--- src/rtl/mc_ctrl_fsm.sv ---
// Multi-cycle CPU main control FSM: Moore control decode per state with mem_ready handshakes.
// Optional jump support is enabled by defining MC_CTRL_JUMP_EN.
module mc_ctrl_fsm (
    input  logic       clk_i,
    input  logic       rst_i,
    input  logic [5:0] opcode_i,
    input  logic       mem_ready_i,
    output logic       pc_write_o,
    output logic       pc_write_cond_o,
    output logic       i_or_d_o,
    output logic       mem_read_o,
    output logic       mem_write_o,
    output logic       ir_write_o,
    output logic       mem_to_reg_o,
    output logic       reg_write_o,
    output logic       reg_dst_o,
    output logic       alu_src_a_o,
    output logic [1:0] alu_src_b_o,
    output logic [2:0] alu_op_o,
    output logic [1:0] pc_source_o,
    output logic       illegal_o,
    output logic [3:0] state_o
);

    localparam logic [5:0] OP_RTYPE = 6'b000000;
    localparam logic [5:0] OP_J     = 6'b000010;
    localparam logic [5:0] OP_BEQ   = 6'b000100;
    localparam logic [5:0] OP_ADDI  = 6'b001000;
    localparam logic [5:0] OP_SLTI  = 6'b001010;
    localparam logic [5:0] OP_LW    = 6'b100011;
    localparam logic [5:0] OP_SW    = 6'b101011;

    typedef enum logic [3:0] {
        FETCH     = 4'd0,
        DECODE    = 4'd1,
        MEM_ADDR  = 4'd2,
        MEM_READ  = 4'd3,
        MEM_WB    = 4'd4,
        MEM_WRITE = 4'd5,
        EXECUTE   = 4'd6,
        R_WB      = 4'd7,
        BRANCH    = 4'd8,
        IMM_EXEC  = 4'd9,
`ifdef MC_CTRL_JUMP_EN
        IMM_WB    = 4'd10,
        JUMP      = 4'd11
`else
        IMM_WB    = 4'd10
`endif
    } state_t;

    typedef struct packed {
        logic       pc_write;
        logic       pc_write_cond;
        logic       i_or_d;
        logic       mem_read;
        logic       mem_write;
        logic       ir_write;
        logic       mem_to_reg;
        logic       reg_write;
        logic       reg_dst;
        logic       alu_src_a;
        logic [1:0] alu_src_b;
        logic [2:0] alu_op;
        logic [1:0] pc_source;
        logic       illegal;
    } ctrl_t;

    state_t     state_reg, state_next;
    logic [5:0] op_q_reg, op_q_next;
    ctrl_t      ctrl_c;
    ctrl_t      ctrl_gated;

    always_ff @(posedge clk_i) begin
        if (rst_i) begin
            state_reg <= FETCH;
            op_q_reg  <= 6'd0;
        end else begin
            state_reg <= state_next;
            op_q_reg  <= op_q_next;
        end
    end

    always_comb begin
        ctrl_c     = '0;
        state_next = state_reg;
        op_q_next  = op_q_reg;
        case (state_reg)
            FETCH: begin
                ctrl_c.mem_read  = 1'b1;
                ctrl_c.alu_src_b = 2'b01;
                ctrl_c.ir_write  = mem_ready_i;
                ctrl_c.pc_write  = mem_ready_i;
                if (mem_ready_i)
                    state_next = DECODE;
            end
            DECODE: begin
                ctrl_c.alu_src_b = 2'b11;
                op_q_next        = opcode_i;
                case (opcode_i)
                    OP_LW, OP_SW:     state_next = MEM_ADDR;
                    OP_RTYPE:         state_next = EXECUTE;
                    OP_BEQ:           state_next = BRANCH;
                    OP_ADDI, OP_SLTI: state_next = IMM_EXEC;
`ifdef MC_CTRL_JUMP_EN
                    OP_J:             state_next = JUMP;
`endif
                    default: begin
                        ctrl_c.illegal = 1'b1;
                        state_next     = FETCH;
                    end
                endcase
            end
            MEM_ADDR: begin
                ctrl_c.alu_src_a = 1'b1;
                ctrl_c.alu_src_b = 2'b10;
                state_next       = (op_q_reg == OP_LW) ? MEM_READ : MEM_WRITE;
            end
            MEM_READ: begin
                ctrl_c.mem_read = 1'b1;
                ctrl_c.i_or_d   = 1'b1;
                if (mem_ready_i)
                    state_next = MEM_WB;
            end
            MEM_WB: begin
                ctrl_c.reg_write  = 1'b1;
                ctrl_c.mem_to_reg = 1'b1;
                state_next        = FETCH;
            end
            MEM_WRITE: begin
                ctrl_c.mem_write = 1'b1;
                ctrl_c.i_or_d    = 1'b1;
                if (mem_ready_i)
                    state_next = FETCH;
            end
            EXECUTE: begin
                ctrl_c.alu_src_a = 1'b1;
                ctrl_c.alu_op    = 3'b010;
                state_next       = R_WB;
            end
            R_WB: begin
                ctrl_c.reg_write = 1'b1;
                ctrl_c.reg_dst   = 1'b1;
                state_next       = FETCH;
            end
            BRANCH: begin
                ctrl_c.alu_src_a     = 1'b1;
                ctrl_c.alu_op        = 3'b001;
                ctrl_c.pc_write_cond = 1'b1;
                ctrl_c.pc_source     = 2'b01;
                state_next           = FETCH;
            end
            IMM_EXEC: begin
                ctrl_c.alu_src_a = 1'b1;
                ctrl_c.alu_src_b = 2'b10;
                ctrl_c.alu_op    = (op_q_reg == OP_SLTI) ? 3'b011 : 3'b000;
                state_next       = IMM_WB;
            end
            IMM_WB: begin
                ctrl_c.reg_write = 1'b1;
                state_next       = FETCH;
            end
`ifdef MC_CTRL_JUMP_EN
            JUMP: begin
                ctrl_c.pc_write  = 1'b1;
                ctrl_c.pc_source = 2'b10;
                state_next       = FETCH;
            end
`endif
            // Unused encodings recover to FETCH.
            default: state_next = FETCH;
        endcase
    end

    // Reset forces every strobe low so an aborted instruction cannot write anything.
    assign ctrl_gated      = rst_i ? '0 : ctrl_c;
    assign pc_write_o      = ctrl_gated.pc_write;
    assign pc_write_cond_o = ctrl_gated.pc_write_cond;
    assign i_or_d_o        = ctrl_gated.i_or_d;
    assign mem_read_o      = ctrl_gated.mem_read;
    assign mem_write_o     = ctrl_gated.mem_write;
    assign ir_write_o      = ctrl_gated.ir_write;
    assign mem_to_reg_o    = ctrl_gated.mem_to_reg;
    assign reg_write_o     = ctrl_gated.reg_write;
    assign reg_dst_o       = ctrl_gated.reg_dst;
    assign alu_src_a_o     = ctrl_gated.alu_src_a;
    assign alu_src_b_o     = ctrl_gated.alu_src_b;
    assign alu_op_o        = ctrl_gated.alu_op;
    assign pc_source_o     = ctrl_gated.pc_source;
    assign illegal_o       = ctrl_gated.illegal;
    assign state_o         = rst_i ? 4'd0 : state_reg;

endmodule

--- config.mk ---
export PLATFORM = sky130hd
export DESIGN_NAME = mc_ctrl_fsm
export DESIGN_NICKNAME = d
export VERILOG_FILES = /design/src/rtl/mc_ctrl_fsm.sv
export SDC_FILE = /design/constraint.sdc
export NUM_CORES = 1
export LEC_CHECK = 0
export BUFFER_PORTS_ARGS = -buffer_cell sky130_fd_sc_hd__buf_2
export CORE_MARGIN = 1.5
export CORE_UTILIZATION = 46
export CTS_CLUSTER_SIZE = 30
export DETAILED_ROUTE_END_ITERATION = 12
export GPL_ROUTABILITY_DRIVEN = 1
export PLACE_DENSITY = 0.76
export SYNTH_ARGS = -nofsm -noshare
export SYNTH_HDL_FRONTEND = slang
export SYNTH_SLANG_ARGS = --single-unit
--- constraint.sdc ---
create_clock -name clk_i -period 1.7 [get_ports clk_i]
set_clock_uncertainty 0.15 [all_clocks]
set_input_delay 0.34 -clock clk_i [delete_from_list [all_inputs] [get_ports clk_i]]
set_output_delay 0.34 -clock clk_i [all_outputs]
set_load 0.02 [all_outputs]
==> impl_metrics.ini, run 1 <==
[clock_network]
cts_max_level = 1
cts_max_path_buffers = 2
cts_made_buffers = 3
cts.sinks = 10
clockRootBuffer = clkbuf_4

[floorplanning]
num_io_pins = 31
die_h_um = 45.37
die_w_um = 45.37
row_count = 15
initial_core_util = 0.4835

[yosys]
yosysWarningCount = 0
synth_common_cells = 15 x nand2_1, 15 x nor2_1, 10 x a21oi_1, 10 x dfxtp_1, 7 x nor3_1
ys_seq_area_frac = 0.2424
synth_area_per_cell_um2 = 7.181
synthTopCellsByArea = dfxtp_1 24%, nand2_1 6.8%, nor2_1 6.8%
ys.flop_type = dfxtp_1
yosysUniqueCellTypes = 40
netlist.area_leader.share = 0.2424
synthCells = 115
synth_seq_cells = 10
syn_area_um2 = 825.8
async_flop_share = 0
synth_top_cell_by_area = dfxtp_1
synth_edf_count = 0

[placed_design]
io_buffers = 28
place_hpwl_um = 1941
place_worst_setup_slack_ns = -0.3611
gp_congestion = 0.9033

[sta]
worstEpCategory = output port
grt_worst_setup_endpoint = alu_op_o[0]

[run_status]
lastStage = global routing (5_1_grt)
status = did not finish
toolErrorMsg = [ERROR DPL-0038] Utilization greater than 100%, impossible to legalize

[global_route]
grt_max_degree = 14
==> stage by stage <==
stage,utilization,area [µm²],cells,hold WS (ns),setup TNS [ns]
after CTS,0.8630,1474,194,0.2666,-3.260
after detailed placement,0.6842,1169,181,0.3032,-0.9595
after floorplan,-,929.6,116,0.2815,-0.1847
after global placement,0.6842,1169,181,0.2906,-0.7167
==> cells by family after synthesis <==
kind of cell    count (synthesis)  share of synthesized area
other cells                     1                   0.004541
mux                             1                    0.01212
xor+xnor                        1                    0.01061
buf+inv                        14                     0.1136
simple gates                   65                     0.4288
flops                          10                     0.2424
compound gates                 23                     0.1879
==> timing repair <==
item	in CTS
setup endpoints to repair	18
setup buffers	9
gates resized for setup	55
hold buffers	0
pin swaps	9
==> run 2, diff against run 1 <==
CORE_AREA = 2 2 63 65   (was not set)
CORE_MARGIN = not set   (was 1.5)
CORE_UTILIZATION = not set   (was 46)
CTS_CLUSTER_SIZE = not set   (was 30)
DIE_AREA = 0 0 65 67   (was not set)
PLACE_DENSITY = not set   (was 0.76)
PLACE_DENSITY_LB_ADDON = 0.15   (was not set)
==> impl_metrics.ini, run 2 <==
[detailed_routing]
avgViaCountPerCell = 4.694
num_vias = 1028
ant_nets = 0
drt-initial-drc-count = 20
drc = 0
first_pass_iters = 4
routed_wl_um = 2710
wl_per_cell_um = 12.37

[yosys]
ys.flop_type = dfxtp_1
synth_top_cell_by_area = dfxtp_1
netlist.area_leader.share = 0.2424
yosysUniqueCellTypes = 40
synthTopCellsByArea = dfxtp_1 24%, nand2_1 6.8%, nor2_1 6.8%
synth_area_per_cell_um2 = 7.181
yosysWarningCount = 0
async_flop_share = 0
synth_seq_cells = 10
syn_area_um2 = 825.8
ys_seq_area_frac = 0.2424
synth_common_cells = 15 x nand2_1, 15 x nor2_1, 10 x a21oi_1, 10 x dfxtp_1, 7 x nor3_1
synth_edf_count = 0
synthCells = 115

[cells_and_area]
antenna_cells = 0
drive_above_1_share = 0.5789
fin_util = 0.4344
finalNetCount = 181
mostFrequentLayoutCells = 38 x buf_4, 14 x nand2_1, 12 x buf_2
layout_commonest_cell = buf_4
design_area_um2 = 1567
syn2layout_area_growth_pct = 89.70
largest_register_ffs = 6
fin_cells = 219

[global_route]
grt_max_degree = 19
grt_first_pass_wirelength_um = 4554
grt_usage = 0.1327
gr-total-overflow = 0
grt_pass1_vias = 1028
antenna_found_initial = 0

[worst_hold_path]
timing.hold.worst.start = opcode_i[4]
min_path_type = in2reg

[worst_setup_path]
worstPathMaxFanout = 2
critPathSlowestCell = a2111oi_4
cp_num_buf_inv = 1
reg2reg_from = state_reg[1]$_SDFFE_PP0P_
cp.required_ns = 1.21
end_kind = output port
crit_type = reg2out
slowest_delay_ns = 0.34
path_cells = nand2b_4 -> nor2_2 -> nand4_1 -> a2111oi_4 -> buf_4
critPathArrivalTime_ns = 1.51
cpLargestDelayFamily = simple AND/OR/NAND/NOR gates
start_kind = flop
critPathLaunch = state_reg[1]$_SDFFE_PP0P_

[floorplanning]
fp.coreArea_um2 = 3606
die_h_um = 67
fp.dieArea_um2 = 4355
die_w_um = 65
row_count = 22
num_io_pins = 31
initial_core_util = 0.2290

[sta]
layout_setup_ws_ns = -0.2968
finalCritPeriodShare = 1.175
rsz0062_at_grt = yes
drv_slew = 0
holdWs_ns = 0.2586
tns_ns = -2.483
fin_crit_ns = 1.997
setup_viol = 18
finalHoldViolations = 0
clock.fmax_mhz = 500.8

[pwr]
p_total_mw = 0.7384
vdd_drop_max_mv = 0.3649
cellPowerDensity_nw_per_um2 = 471.4
leakagePower_nw = 0.6545

[clock_network]
path_clk_slew_ns = 0.05
cts_made_buffers = 3
ctsHoldBuffers = 0
cts_max_level = 1
cts_tree = done
clkLatencyLatePin_ns = 0.24
cts.sinks = 10
cts_max_path_buffers = 2
clockRootBuffer = clkbuf_8

[placed_design]
gp_congestion = 0.7870
place_worst_setup_slack_ns = -0.2349
io_buffers = 28
post_dp_cell_area_um2 = 1252
dp.cells = 208
place_hpwl_um = 2021

[flow_run]
cap_violations = 0

[run_status]
violations = negative setup slack
status = finished with violations
-- run 2: cells by family after synthesis --
kind of cell / after synthesis / synth area share
compound gates: 23 / 0.1879
xor+xnor: 1 / 0.01061
simple gates: 65 / 0.4288
flops: 10 / 0.2424
buf+inv: 14 / 0.1136
mux: 1 / 0.01212
other cells: 1 / 0.004541
-- run 2: worst paths after layout --
| path | cells after the start | endpoint | slack (ns) |
|---|---|---|---|
| setup / recovery | 5 | alu_op_o[0] | -0.30 |
| hold / removal | 3 | op_q_reg[4]$_SDFFE_PP0P_ | 0.26 |
| hold reg to reg | 2 | op_q_reg[1]$_SDFFE_PP0P_ | 0.30 |
| setup reg to reg | 8 | state_reg[1]$_SDFFE_PP0P_ | 0.12 |
-- run 2: layout make-up --
class	instances	area, µm²
fill	367	2039
multi-input combinational	92	732.0
timing repair buffer	62	501.7
sequential	10	203.9
tap	48	60.06
clock buffer	4	55.05
inverter	3	13.76
-- run 2: worst register-to-register path, stage by stage (launching register included) --
cell and delay [ns]:
dfxtp_1 0.33, buf_4 0.15, buf_8 0.13, nand2b_1 0.08
nor2_2 0.14, buf_4 0.13, buf_4 0.09, o21ai_1 0.07
a311oi_2 0.23
-- run 2: timing repair --
item	CTS	global route
pin swaps	7	7
resized for setup	40	14
setup endpoints to repair	17	20
buffers inserted	6	2
-- run 2: report_power, final --
group / switching, mW / internal (mW)
logic: 0.0980 / 0.0902
registers: 0.00690 / 0.244
clock network: 0.0951 / 0.204
total: 0.200 / 0.538
-- run 2: routing by layer --
layer,part of all wire,up-vias,GRT usage
li1,-,516,-
met1,0.44,484,0.1599
met2,0.52,22,0.2268
met3,0.032,6,0.02534
met4,0.0059,0,0.06117
met5,0,-,0
Note: power is estimated with default switching activity, not from simulation.
